File: src/rtl/reg_bus_arbiter.sv
// rtl/reg_bus_arbiter.sv - round-robin register-bus arbiter; optional busy timeout via REG_ARB_TIMEOUT_EN
module reg_bus_arbiter #(
    parameter int NumReq        = 3,
    parameter int AW            = 7,
    parameter int DW            = 32,
    parameter int TimeoutCycles = 255
) (
    input  logic                 clk_i,
    input  logic                 rst_ni,
    input  logic [NumReq-1:0]    req_i,
    input  logic [NumReq-1:0]    we_i,
    input  logic [NumReq*AW-1:0] addr_i,
    input  logic [NumReq*DW-1:0] wdata_i,
    output logic [NumReq-1:0]    gnt_o,
    output logic [NumReq-1:0]    rvalid_o,
    output logic [DW-1:0]        rdata_o,
    output logic [NumReq-1:0]    err_o,
    output logic                 reg_we_o,
    output logic                 reg_re_o,
    output logic [AW-1:0]        reg_addr_o,
    output logic [DW-1:0]        reg_wdata_o,
    input  logic [DW-1:0]        reg_rdata_i,
    input  logic                 reg_busy_i
);
    localparam int IW = $clog2(NumReq);

    typedef enum logic [1:0] {IDLE, ISSUE, RESP} state_e;

    state_e        state_q, state_d;
    logic [IW-1:0] last_q, win_q, win_d, rr_win, rr_cand;
    logic          rr_found;
    logic          we_q, we_d;
    logic [AW-1:0] addr_q, addr_d;
    logic [DW-1:0] wdata_q, wdata_d, rdata_d;
    logic          err_d;
    logic          timeout;

    // Search starts one past the last served requester and wraps.
    always_comb begin
        rr_found = 1'b0;
        rr_win   = '0;
        rr_cand  = '0;
        for (int k = 1; k <= NumReq; k++) begin
            rr_cand = IW'((int'(last_q) + k) % NumReq);
            if (!rr_found && req_i[rr_cand]) begin
                rr_found = 1'b1;
                rr_win   = rr_cand;
            end
        end
    end

`ifdef REG_ARB_TIMEOUT_EN
    localparam int CW0 = $clog2(TimeoutCycles + 1);
    localparam int CW  = (CW0 < 8) ? 8 : ((CW0 > 16) ? 16 : CW0);

    logic [CW-1:0] tmo_cnt_q;

    assign timeout = (state_q == ISSUE) && reg_busy_i && (tmo_cnt_q == CW'(TimeoutCycles - 1));

    always_ff @(posedge clk_i or negedge rst_ni) begin
        if (!rst_ni) begin
            tmo_cnt_q <= '0;
        end else if (state_q != ISSUE) begin
            tmo_cnt_q <= '0;
        end else if (reg_busy_i) begin
            tmo_cnt_q <= tmo_cnt_q + CW'(1);
        end
    end
`else
    assign timeout = (TimeoutCycles < 0);
`endif

    always_comb begin
        state_d = state_q;
        win_d   = win_q;
        we_d    = we_q;
        addr_d  = addr_q;
        wdata_d = wdata_q;
        rdata_d = '0;
        err_d   = 1'b0;
        gnt_o   = '0;
        case (state_q)
            IDLE: begin
                if (rr_found) begin
                    gnt_o[rr_win] = 1'b1;
                    win_d   = rr_win;
                    we_d    = we_i[rr_win];
                    addr_d  = addr_i[int'(rr_win)*AW +: AW];
                    wdata_d = wdata_i[int'(rr_win)*DW +: DW];
                    state_d = ISSUE;
                end
            end
            ISSUE: begin
                if (timeout) begin
                    rdata_d = '1;
                    err_d   = 1'b1;
                    state_d = RESP;
                end else if (!reg_busy_i) begin
                    rdata_d = we_q ? '0 : reg_rdata_i;
                    state_d = RESP;
                end
            end
            RESP:    state_d = IDLE;
            default: state_d = IDLE;
        endcase
    end

    // Bus-side outputs are registered from the next-state view so they align with the state.
    always_ff @(posedge clk_i or negedge rst_ni) begin
        if (!rst_ni) begin
            state_q     <= IDLE;
            last_q      <= IW'(NumReq - 1);
            win_q       <= '0;
            we_q        <= 1'b0;
            addr_q      <= '0;
            wdata_q     <= '0;
            rvalid_o    <= '0;
            rdata_o     <= '0;
            err_o       <= '0;
            reg_we_o    <= 1'b0;
            reg_re_o    <= 1'b0;
            reg_addr_o  <= '0;
            reg_wdata_o <= '0;
        end else begin
            state_q     <= state_d;
            win_q       <= win_d;
            we_q        <= we_d;
            addr_q      <= addr_d;
            wdata_q     <= wdata_d;
            if (state_q == RESP) begin
                last_q <= win_q;
            end
            rvalid_o    <= (state_d == RESP) ? (NumReq'(1) << win_d) : '0;
            err_o       <= (state_d == RESP && err_d) ? (NumReq'(1) << win_d) : '0;
            rdata_o     <= rdata_d;
            reg_we_o    <= (state_d == ISSUE) && we_d;
            reg_re_o    <= (state_d == ISSUE) && !we_d;
            reg_addr_o  <= (state_d == ISSUE) ? addr_d : '0;
            reg_wdata_o <= (state_d == ISSUE) ? wdata_d : '0;
        end
    end
endmodule

File: config.mk
export PLATFORM = sky130hd
export DESIGN_NAME = reg_bus_arbiter
export DESIGN_NICKNAME = d
export VERILOG_FILES = /design/src/rtl/reg_bus_arbiter.sv
export SDC_FILE = /design/constraint.sdc
export NUM_CORES = 1
export LEC_CHECK = 0
export BUFFER_PORTS_ARGS = -buffer_cell sky130_fd_sc_hd__buf_2
export CAP_MARGIN = 0
export CORE_UTILIZATION = 47
export DETAILED_ROUTE_END_ITERATION = 12
export GPL_TIMING_DRIVEN = 0
export PLACE_DENSITY = 0.8
export SLEW_MARGIN = 20
export SYNTH_ARGS = -nofsm -noshare
export SYNTH_HDL_FRONTEND = slang
export SYNTH_SLANG_ARGS = --single-unit
File: constraint.sdc
create_clock -name clk_i -period 2.9 [get_ports clk_i]
set_input_delay 0.145 -clock clk_i [delete_from_list [all_inputs] [get_ports clk_i]]
set_output_delay 0.145 -clock clk_i [all_outputs]
set_load 0.1 [all_outputs]
; ---- Word level (Yosys, flattened, before mapping)
; Index checks and enable logic that the tools add are counted.
[totals]
reg_bits = 122
word_cells = 75
output_inout_bits = 82
[classes]
muxes = 35
multipliers = 1
n_addsub = 3
shifts = 3
reduce_logical = 9
eq_ne = 4
div_mod_pow = 3
magnitude_cmp = 5
[ops]
columns = cell, n
row1 = $mux W32, 6
row2 = $mod A32 B3 Y32 const B, 3
row3 = $shiftx A96 B8 Y32, 1
row4 = $mux W7, 3
row5 = $shiftx A21 B6 Y7, 1
row6 = $mux W2, 7
row7 = $lt A2 B3 Y1 const B, 4
row8 = $mux W1, 10
row9 = $mux W3, 3
row10 = $bmux W1 S2, 4
row11 = $add A2 B2 Y3 const B, 2
row12 = $logic_and A1 B1 Y1, 5
row13 = $mul A2 B3 Y5 const B, 1
row14 = $eq A2 B1 Y1 const B, 2
row15 = $eq A2 B2 Y1 const B, 2
row16 = $pmux W2 S2, 1
row17 = $add A2 B1 Y3 const B, 1
row18 = $logic_not A1 Y1, 3
row19 = $shl A1 B2 Y3 const A, 1
row20 = $demux W1 S2, 1
row21 = $ge A2 B1 Y1 const B, 1
row22 = $logic_not A2 Y1, 1

; ---- Longest topological paths before layout
; Gate-level depths: netlist of run 1.
[depth]
ltp_word = 17
mapped_depth = 10

; ---- Worst setup path after synthesis of run 1
; OpenSTA, ideal clock, no wires.
[synth_path]
path_kind = register to output
startpoint = register last_q[1]
endpoint = output gnt_o[0]
t_required_ns = 2.755
path_buffers = 1
t_arrival_ns = 3.053
slack_ns = -0.298
stages_incl_launch_ff = 9
cell_sequence = dfstp_2 inv_1 ha_1 mux2i_1 mux2i_1 o211a_1 o221ai_4 buf_4 nor2_1
[synth_between]
elab_chain_len = 17
word_cells_on_any_way = 29
[synth_rtl]
columns = item, line
row1 = from (decl), 30  ; logic [IW-1:0] last_q, win_q, win_d, rr_win, rr_cand;
row2 = from (signal assigned), 112  ; last_q <= IW'(NumReq - 1);
row3 = from (signal assigned), 131  ; last_q <= win_q;
row4 = $add A2 B1 Y3, 44  ; rr_cand = IW'((int'(last_q) + k) % NumReq);
row5 = $mod A32 B3 Y32, 44
row6 = $bmux W1 S2, 45  ; if (!rr_found && req_i[rr_cand]) begin
row7 = $mux W1 (not written as such), 45
row8 = $mux W1, 45
row9 = $logic_not A1 Y1, 45
row10 = $logic_and A1 B1 Y1, 45
row11 = $mux W1, 45
row12 = $logic_not A1 Y1, 45
row13 = $logic_and A1 B1 Y1, 45
row14 = $mux W2, 45
row15 = $lt A2 B3 Y1 (not written as such) / $ge A2 B1 Y1 (equally long branches), 85  ; gnt_o[rr_win] = 1'b1;
row16 = $logic_and A1 B1 Y1 (not written as such), 85
row17 = $mux W1 (not written as such), 85
row18 = $demux W1 S2, 85
row19 = $mux W3 (*), 84  ; if (rr_found) begin
row20 = $mux W3 (*), 82  ; case (state_q)
row21 = to (decl), 14  ; output logic [NumReq-1:0] gnt_o,
; Every way passes the cells marked *; elsewhere a longest branch is shown, timed or not. The select of a mux whose other input is x is not followed.

; ---- Final worst setup path of run 1
; Ends and elaborated chain as after synthesis.

==> summary.md, run 1 <==
| Metric | Value |
|---|---|
| CP required | `about 2.8 ns` |
| Fin. Hold Viols | `0` |
| CP startpoint kind | `register` |
| Post-synth EDFFs | `0` |
| Status | `finished, final reports clean` |
| TritonCTS Buffers | `17` |
| Yosys top cell by area | `dfrtp_1` |
| Crit end category | `output port` |
| Crit path DAT | `2.65 ns` |
| Nets | `896` |
| Total negative slack | `0 ns` |
| Worst hold endpoint | `wdata_q[23]$_DFF_PN0_` |
| Crit Path Class | `reg2out` |
| Clock slew at reported path FFs | `roughly 0.050 ns` |
| Post-Synth Adder-Cell Area | `less than 1%` |
| Worst hold path stage count | `3` |
| Routability cong. | `approximately 0.82` |
| Worst-margin pin slew | `between 0.5 and 0.6 ns` |
| Most frequent cell after synthesis | `dfrtp_1` |
| HP Class | `in2reg` |
| Count of input and output buffers | `between 200 and 250` |
| Clock Tree Buf Depth | `2` |
| Post-synth ARST share | `100.0%` |
| Rel. slew slack | `around 65%` |
| Largest family of logic cells by synthesized area | `compound AO/OA/AOI/OAI gates` |
| H-tree Lvls | `4` |
| I/O pin total | `240` |
| Maximum vdd ir drop | `~0.72 mV` |
| Fillers | `803` |
| Antenna viol nets, final | `0` |
| First-pass GRT wire length | `between 20000 and 25000 um` |
| Routed WL | `14980 um` |
| CTS tree | `built` |
| Worst reg-to-reg path cell count | `9` |
| Via Count | `4470` |
| Clock Skew | `0.01312 ns` |
| Reg-to-Reg Start | `last_q[0]$_DFFE_PN0N_` |
| Pin count of the biggest net entering global routing | `81` |
| Hold Startpoint | `wdata_i[87]` |
| Post-synth top flop | `dfrtp_1` |
| Fmax | `between 300 and 400 MHz` |
| Post-synth top area share | `a little under three fifths` |
| Non-Filler Instances | `slightly below 900` |
| Mapped cell area | `~5400 sq um` |
| Post-route clock period utilization | `between 90% and 100%` |
| R2r setup slk | `~0.2 ns` |
| Crit-path max FO | `10` |
| Final setup viols | `0` |
| CP Cell Sequence | `ha_2 -> mux2i_1 -> o21ai_2 -> o211a_1 -> o221ai_4 -> buf_6 -> nor2_1 -> buf_6` |
| Sequential share of the synthesized area | `56.32%` |
| DRT Pass-1 Iters | `4` |
| Initial antenna violation count | `2` |
| Placed cells | `between 800 and 900` |
| DP Area | `6820 sq um` |
| Clock Root Buffer | `clkbuf_16` |
| Critical R2R Capture | `reg_wdata_o[10]$_DFF_PN0_` |
| Dominant cells by area after synthesis | `dfrtp_1 (56%), o221ai_2 (11%), and2_1 (8.3%), mux2i_1 (8.3%), nand2_1 (3.3%)` |
| Skew-Pair Late Insertion Delay | `0.41 ns` |
| Die footprint | `~12000 sq um` |
| Proportion of synthesized area in mux cells | `under 10%` |
| Mean number of vias per cell | `just over 5` |
| CTS sink count | `roughly 120` |
| Max incr delay on CP | `approximately 0.54 ns` |
| Family with the most delay on the worst path | `compound AO/OA/AOI/OAI gates` |
| Vias in the first global route | `~4700` |
| Initial Util | `about half` |
| DRC | `0` |
| Commonest cells in the netlist | `dfrtp_1 (121), and2_1 (72), nand2_1 (47), mux2i_1 (45), inv_1 (43)` |
| #FFs+latches synth | `approximately 120` |
| Design Area, Final | `7812 sq um` |
| Crit-path most repeated cell | `buf_6` |
| P per Cell Area | `~1400 nW/um^2` |
| Iteration-0 DRC Markers | `194` |
| Share of layout cells above drive strength 1 | `a little under half` |
| Syn_area_per_cell | `12.32 sq um` |
| Max_cap viols | `0` |
| Die Span Y | `109.4 um` |
| Drt wl/cell | `around 17 um` |
| Synth unique cells | `35` |
| Total track usage | `around 26%` |
| Die Wd | `between 100 and 150 um` |
| Row Count | `38` |
| Synth Area in XOR/XNOR | `0%` |
| GR Overflow Total | `0` |
| Max Slew Vio Count | `0` |
| Min Tclk post-route | `approximately 2.8 ns` |
| Simple-Gate Fraction of Synth Area | `between 10 and 15%` |
| Worst path buffer plus inverter count | `2` |
| DP HPWL | `10290 um` |
| Core region area | `11030 sq um` |
| Synth Area in Compound Gates | `14.26%` |
| Synth warnings | `0` |
| Leakage power | `4.137 nW` |
| Syn-to-layout area delta | `44.07%` |
| Slowest cell on the critical path | `dfstp_2` |
| Post-Synthesis Cells | `440` |
| Unrepaired setup endpoints after global routing | `yes` |
-- cells in the final DEF (no fill, tap or decap), drive strengths merged, types with 5 or more instances in the layout --
cell type	netlist	final
buf	16	254
dfrtp	121	121
and2	72	72
inv	44	48
nand2	47	47
mux2i	45	45
o221ai	43	43
dlygate4sd3	0	34
clkbuf	11	32
nor2	5	5
nor2b	5	5
o21ai	5	5
-- cells by family after synthesis --
logic type	Yosys count
AND/OR/NAND/NOR	140
buffers and inverters	71
other	1
AO/OA/AOI/OAI	57
multiplexers	45
flip-flops	122
adder cells (fa/ha/maj)	4
-- report_power, final --
group	internal, W	leakage (nW)	switching, W
registers	0.00233	1.59	0.000180
logic	0.00192	2.28	0.00443
clock network	0.00123	0.274	0.000786
-- layer usage --
| metal | global-route usage [%] | up-vias | part of all wire, % |
|---|---|---|---|
| li1 | - | 2071 | - |
| met1 | 29.16 | 2189 | 38 |
| met2 | 46.41 | 186 | 53 |
| met3 | 6.165 | 24 | 6.5 |
| met4 | 10.48 | 0 | 1.8 |
| met5 | 0 | - | 0 |
-- per-stage QoR --
step	power, W	hold WS [ns]	util, %	setup slack [ns]
final	0.01088	0.04354	70.83	0.1001
after global routing	0.01144	0.05087	70.83	-0.01935
after CTS	0.01080	0.03316	70.36	0.008210
after detailed placement	0.008662	0.08471	61.83	0.0002500
after global placement	0.008482	0.3500	61.52	0.1055
after floorplan	0.007430	-0.1506	-	-0.2976
-- worst max-delay path by stage --
stage / startpoint / endpoint / slack (ns) / cells after the start
6_report: last_q[1]$_DFFE_PN1N_ / gnt_o[0] / 0.10 / 8
5_1_grt: last_q[0]$_DFFE_PN0N_ / gnt_o[0] / -0.02 / 9
4_1_cts: last_q[0]$_DFFE_PN0N_ / reg_wdata_o[24]$_DFF_PN0_ / 0.008 / 10
3_5_place_dp: last_q[0]$_DFFE_PN0N_ / reg_wdata_o[20]$_DFF_PN0_ / 0.0003 / 10
3_3_place_gp: last_q[1]$_DFFE_PN1N_ / reg_wdata_o[23]$_DFF_PN0_ / 0.11 / 9
2_1_floorplan: last_q[1]$_DFFE_PN1N_ / gnt_o[0] / -0.30 / 8
-- flip-flops by register name (all words and copies together) (netlist names), 2 cells and up --
name	cells
rvalid_o	3
rdata_o	32
state_q	2
reg_addr_o	7
reg_wdata_o	32
win_q	2
addr_q	7
last_q	2
wdata_q	32
-- layout make-up --
type | count | area [sq um] | share of cell area (%)
Sequential cell | 122 | 3054 | 39.09
Multi-Input combinational cell | 249 | 2074 | 26.55
Timing Repair Buffer | 274 | 1597 | 20.44
Clock buffer | 20 | 456.7 | 5.846
Tap cell | 140 | 175.2 | 2.242
Buffer | 26 | 170.2 | 2.178
Inverter | 44 | 165.2 | 2.114
Clock inverter | 12 | 115.1 | 1.473
Antenna cell | 2 | 5.005 | 0.06406
-- timing repair --
action	CTS	global route
hold buffers	34	0
endpoints found under the setup margin	3	29
pin swaps	2	1
buffers inserted	2	1
resized for setup	5	12
endpoints found under the hold margin	76	0
-- tightest hold or removal path: cells and delay by family --
| kind | cells | cell delay (ns) |
|---|---|---|
| buf+inv | 2 | 0.15 |
| compound gates | 1 | 0.10 |
(Power assumes the default switching activity.)
==> inputs of run 2 (changes only) <==
==> constraint.sdc (replaced) <==
create_clock -name clk_i -period 2.9 [get_ports clk_i]
set_input_delay 0.87 -clock clk_i [delete_from_list [all_inputs] [get_ports clk_i]]
set_output_delay 0.87 -clock clk_i [all_outputs]
set_load 0.1 [all_outputs]
==> summary.md, run 2 (same netlist as run 1, synthesis figures left out) <==
| Metric | Value |
|---|---|
| Biggest regs | `rdata_o: 32 flops, reg_wdata_o: 32 flops, wdata_q: 32 flops` |
| Met1 Use GR | `26.50% (-2.7 points)` |
| Crit path DAT | `2.45 ns (-0.20 ns)` |
| Clock Skew | `0.008904 ns (-0.004217 ns)` |
| CTS tree | `built` |
| Most frequent cells in the layout | `buf_2 (232), dfrtp_1 (120), and2_1 (72)` |
| Worst-margin pin slew | `0.5635 ns (+0.03458 ns)` |
| Commonest non-fill, non-tap cell in the layout | `buf_2` |
| Clock slew at reported path FFs | `0.06 ns (about the same)` |
| Share of layout cells above drive strength 1 | `50.89% (+5.5 points)` |
| P per Cell Area | `1476 nW/um^2 (+6.0%)` |
| Reg-to-Reg Start | `last_q[0]$_DFFE_PN0N_` |
| Rel. slew slack | `62.44% (-2.2 points)` |
| Skew-Pair Late Insertion Delay | `0.40 ns (about the same)` |
| Fmax | `301.0 MHz (-16%)` |
| Max Slew Vio Count | `0 (unchanged)` |
| Fin. Hold Viols | `0 (unchanged)` |
| Total negative slack | `-1.204 ns (-1.204 ns)` |
| HP Class | `in2async` |
| Die Span Y | `109.4 um (unchanged)` |
| Initial Util | `49.16% (unchanged)` |
| Max incr delay on CP | `0.59 ns (+0.05 ns)` |
| Routed WL | `14430 um (-3.7%)` |
| Maximum vdd ir drop | `0.9561 mV (+33%)` |
| Mean number of vias per cell | `4.964 (-1.3%)` |
| Pin count of the biggest net entering global routing | `78 (-3.7%)` |
| Slowest cell on the critical path | `dfstp_2` |
| Clock Root Buffer | `clkbuf_16` |
| Core region area | `11030 sq um (unchanged)` |
| Nets | `880 (-1.8%)` |
| Met2 usage | `44.56% (-1.8 points)` |
| Final Worst Setup Slack | `-0.4227 ns (-0.5228 ns)` |
| GR peak layer | `met2` |
| Critical R2R Capture | `reg_wdata_o[25]$_DFF_PN0_` |
| Unrepaired setup endpoints after global routing | `yes` |
| Row Count | `38 (unchanged)` |
| Non-Filler Instances | `871 (-2.0%)` |
| DP HPWL | `10280 um (about the same)` |
| DRC | `0 (unchanged)` |
| Crit Path Class | `reg2out` |
| Post-route clock period utilization | `114.6% (+18 points)` |
| Worst path buffer plus inverter count | `3 (+1)` |
| Crit-path max FO | `4 (-6)` |
| Die footprint | `11970 sq um (unchanged)` |
| CP Cell Sequence | `buf_4 -> ha_1 -> nand3b_1 -> o21ai_4 -> o211a_1 -> o221ai_4 -> buf_12 -> nor2_4 -> buf_12` |
| Leakage power | `4.124 nW (-0.31%)` |
| I/O pin total | `240 (unchanged)` |
| TritonCTS Buffers | `17 (unchanged)` |
| Placed cells | `819 (unchanged)` |
| Cts hold-fix bufs | `0 (-100%)` |
| Worst reg-to-reg path cell count | `11 (+2)` |
| CP required | `2.03 ns (-0.73 ns)` |
| DP Area | `6880 sq um (+0.88%)` |
| Placement Setup Slack | `-0.6848 ns (-0.6851 ns)` |
| CP startpoint kind | `register` |
| Total track usage | `24.34% (-1.4 points)` |
| Final setup viols | `3 (+3)` |
| Count of input and output buffers | `236 (unchanged)` |
| Vias in the first global route | `4429 (-5.5%)` |
| Initial antenna violation count | `0 (-2)` |
| GR Overflow Total | `0 (unchanged)` |
| R2r setup slk | `0.09 ns (-0.11 ns)` |
| First-pass GRT wire length | `21470 um (-5.5%)` |
| Iteration-0 DRC Markers | `192 (-1.0%)` |
| DRT Pass-1 Iters | `4 (unchanged)` |
| Status | `finished, violations left` |
| Die Wd | `109.4 um (unchanged)` |
| Via Count | `4324 (-3.3%)` |
| Design Area, Final | `7853 sq um (+0.51%)` |
| Failing checks | `setup timing` |
| Clock Tree Buf Depth | `2 (unchanged)` |
| Family with the most delay on the worst path | `flip-flops` |
| Antenna viol nets, final | `0 (unchanged)` |
| Max_cap viols | `0 (unchanged)` |
| Drt wl/cell | `16.57 um (-1.7%)` |
| H-tree Lvls | `4 (unchanged)` |
| Crit-path most repeated cell | `buf_12` |
| Crit end category | `output port` |
| CTS sink count | `122 (unchanged)` |
| Routability cong. | `0.8205 (+0.16%)` |
| Antenna Cells | `0 (-2)` |
| Min Tclk post-route | `3.323 ns (+0.5228 ns)` |
| GR Layer Usage met3 | `7.410% (+1.2 points)` |
| Syn-to-layout area delta | `44.81%` |
## run 2: cell types whose count changed in the layout (fill, tap and decap cells not counted), moves of 3 or more
cell	change
buf_4	+15
dlygate4sd3_1	-34
buf_12	+5
mux2i_1	-5
ha_4	+3
mux2i_4	+4
buf_6	-3
## run 2: worst max path at each step
stage,startpoint,to,slack (ns),cells past startpoint
finish,last_q[1]$_DFFE_PN1N_,gnt_o[1],-0.42,9
global placement,req_i[1],gnt_o[2],-0.68,8
CTS,last_q[1]$_DFFE_PN1N_,gnt_o[1],-0.43,9
detailed placement,req_i[1],gnt_o[2],-0.68,8
global route,last_q[0]$_DFFE_PN0N_,gnt_o[0],-0.52,9
floorplan,req_i[1],gnt_o[0],-0.18,6
## run 2: layout make-up
cell class                      instances  area, sq um
Fill cell                             814         3178
Sequential cell                       122         3055
Multi-Input combinational cell        249         2207
Timing Repair Buffer                  258         1441
Clock buffer                           19        452.9
Buffer                                 26        193.9
Inverter                               44        183.9
Tap cell                              140        175.2
Clock inverter                         13        142.6
## run 2: per-layer routing
| metal | vias up | wire, um | share of wire [%] |
|---|---|---|---|
| met5 | - | 0 | 0 |
| met4 | 0 | 295 | 2.0 |
| met3 | 29 | 1103 | 7.6 |
| met2 | 201 | 7535 | 52 |
| met1 | 2066 | 5498 | 38 |
| li1 | 2028 | - | - |
## run 2: stage by stage
stage | util [%] | power, W | hold WS, ns
floorplan | - | 0.007550 | 0.4410
global placement | 62.07 | 0.008628 | 0.4511
detailed placement | 62.38 | 0.008777 | 0.4542
CTS | 69.70 | 0.01132 | 0.3925
global route | 71.19 | 0.01216 | 0.4150
finish | 71.19 | 0.01159 | 0.3791
## run 2: where the power goes
| group | leakage, nW | switching [W] | internal [W] |
|---|---|---|---|
| clock network | 0.278 | 0.000781 | 0.00131 |
| logic | 2.26 | 0.00462 | 0.00234 |
| registers | 1.58 | 0.000191 | 0.00233 |
| total | 4.12 | 0.00560 | 0.00599 |
## run 2: timing repair
| item | 4_1_cts | 5_1_grt |
|---|---|---|
| resized for setup | 30 | 17 |
| setup endpoints to repair | 5 | 13 |
| setup buffers | 12 | 9 |
| pin swaps | 6 | 4 |
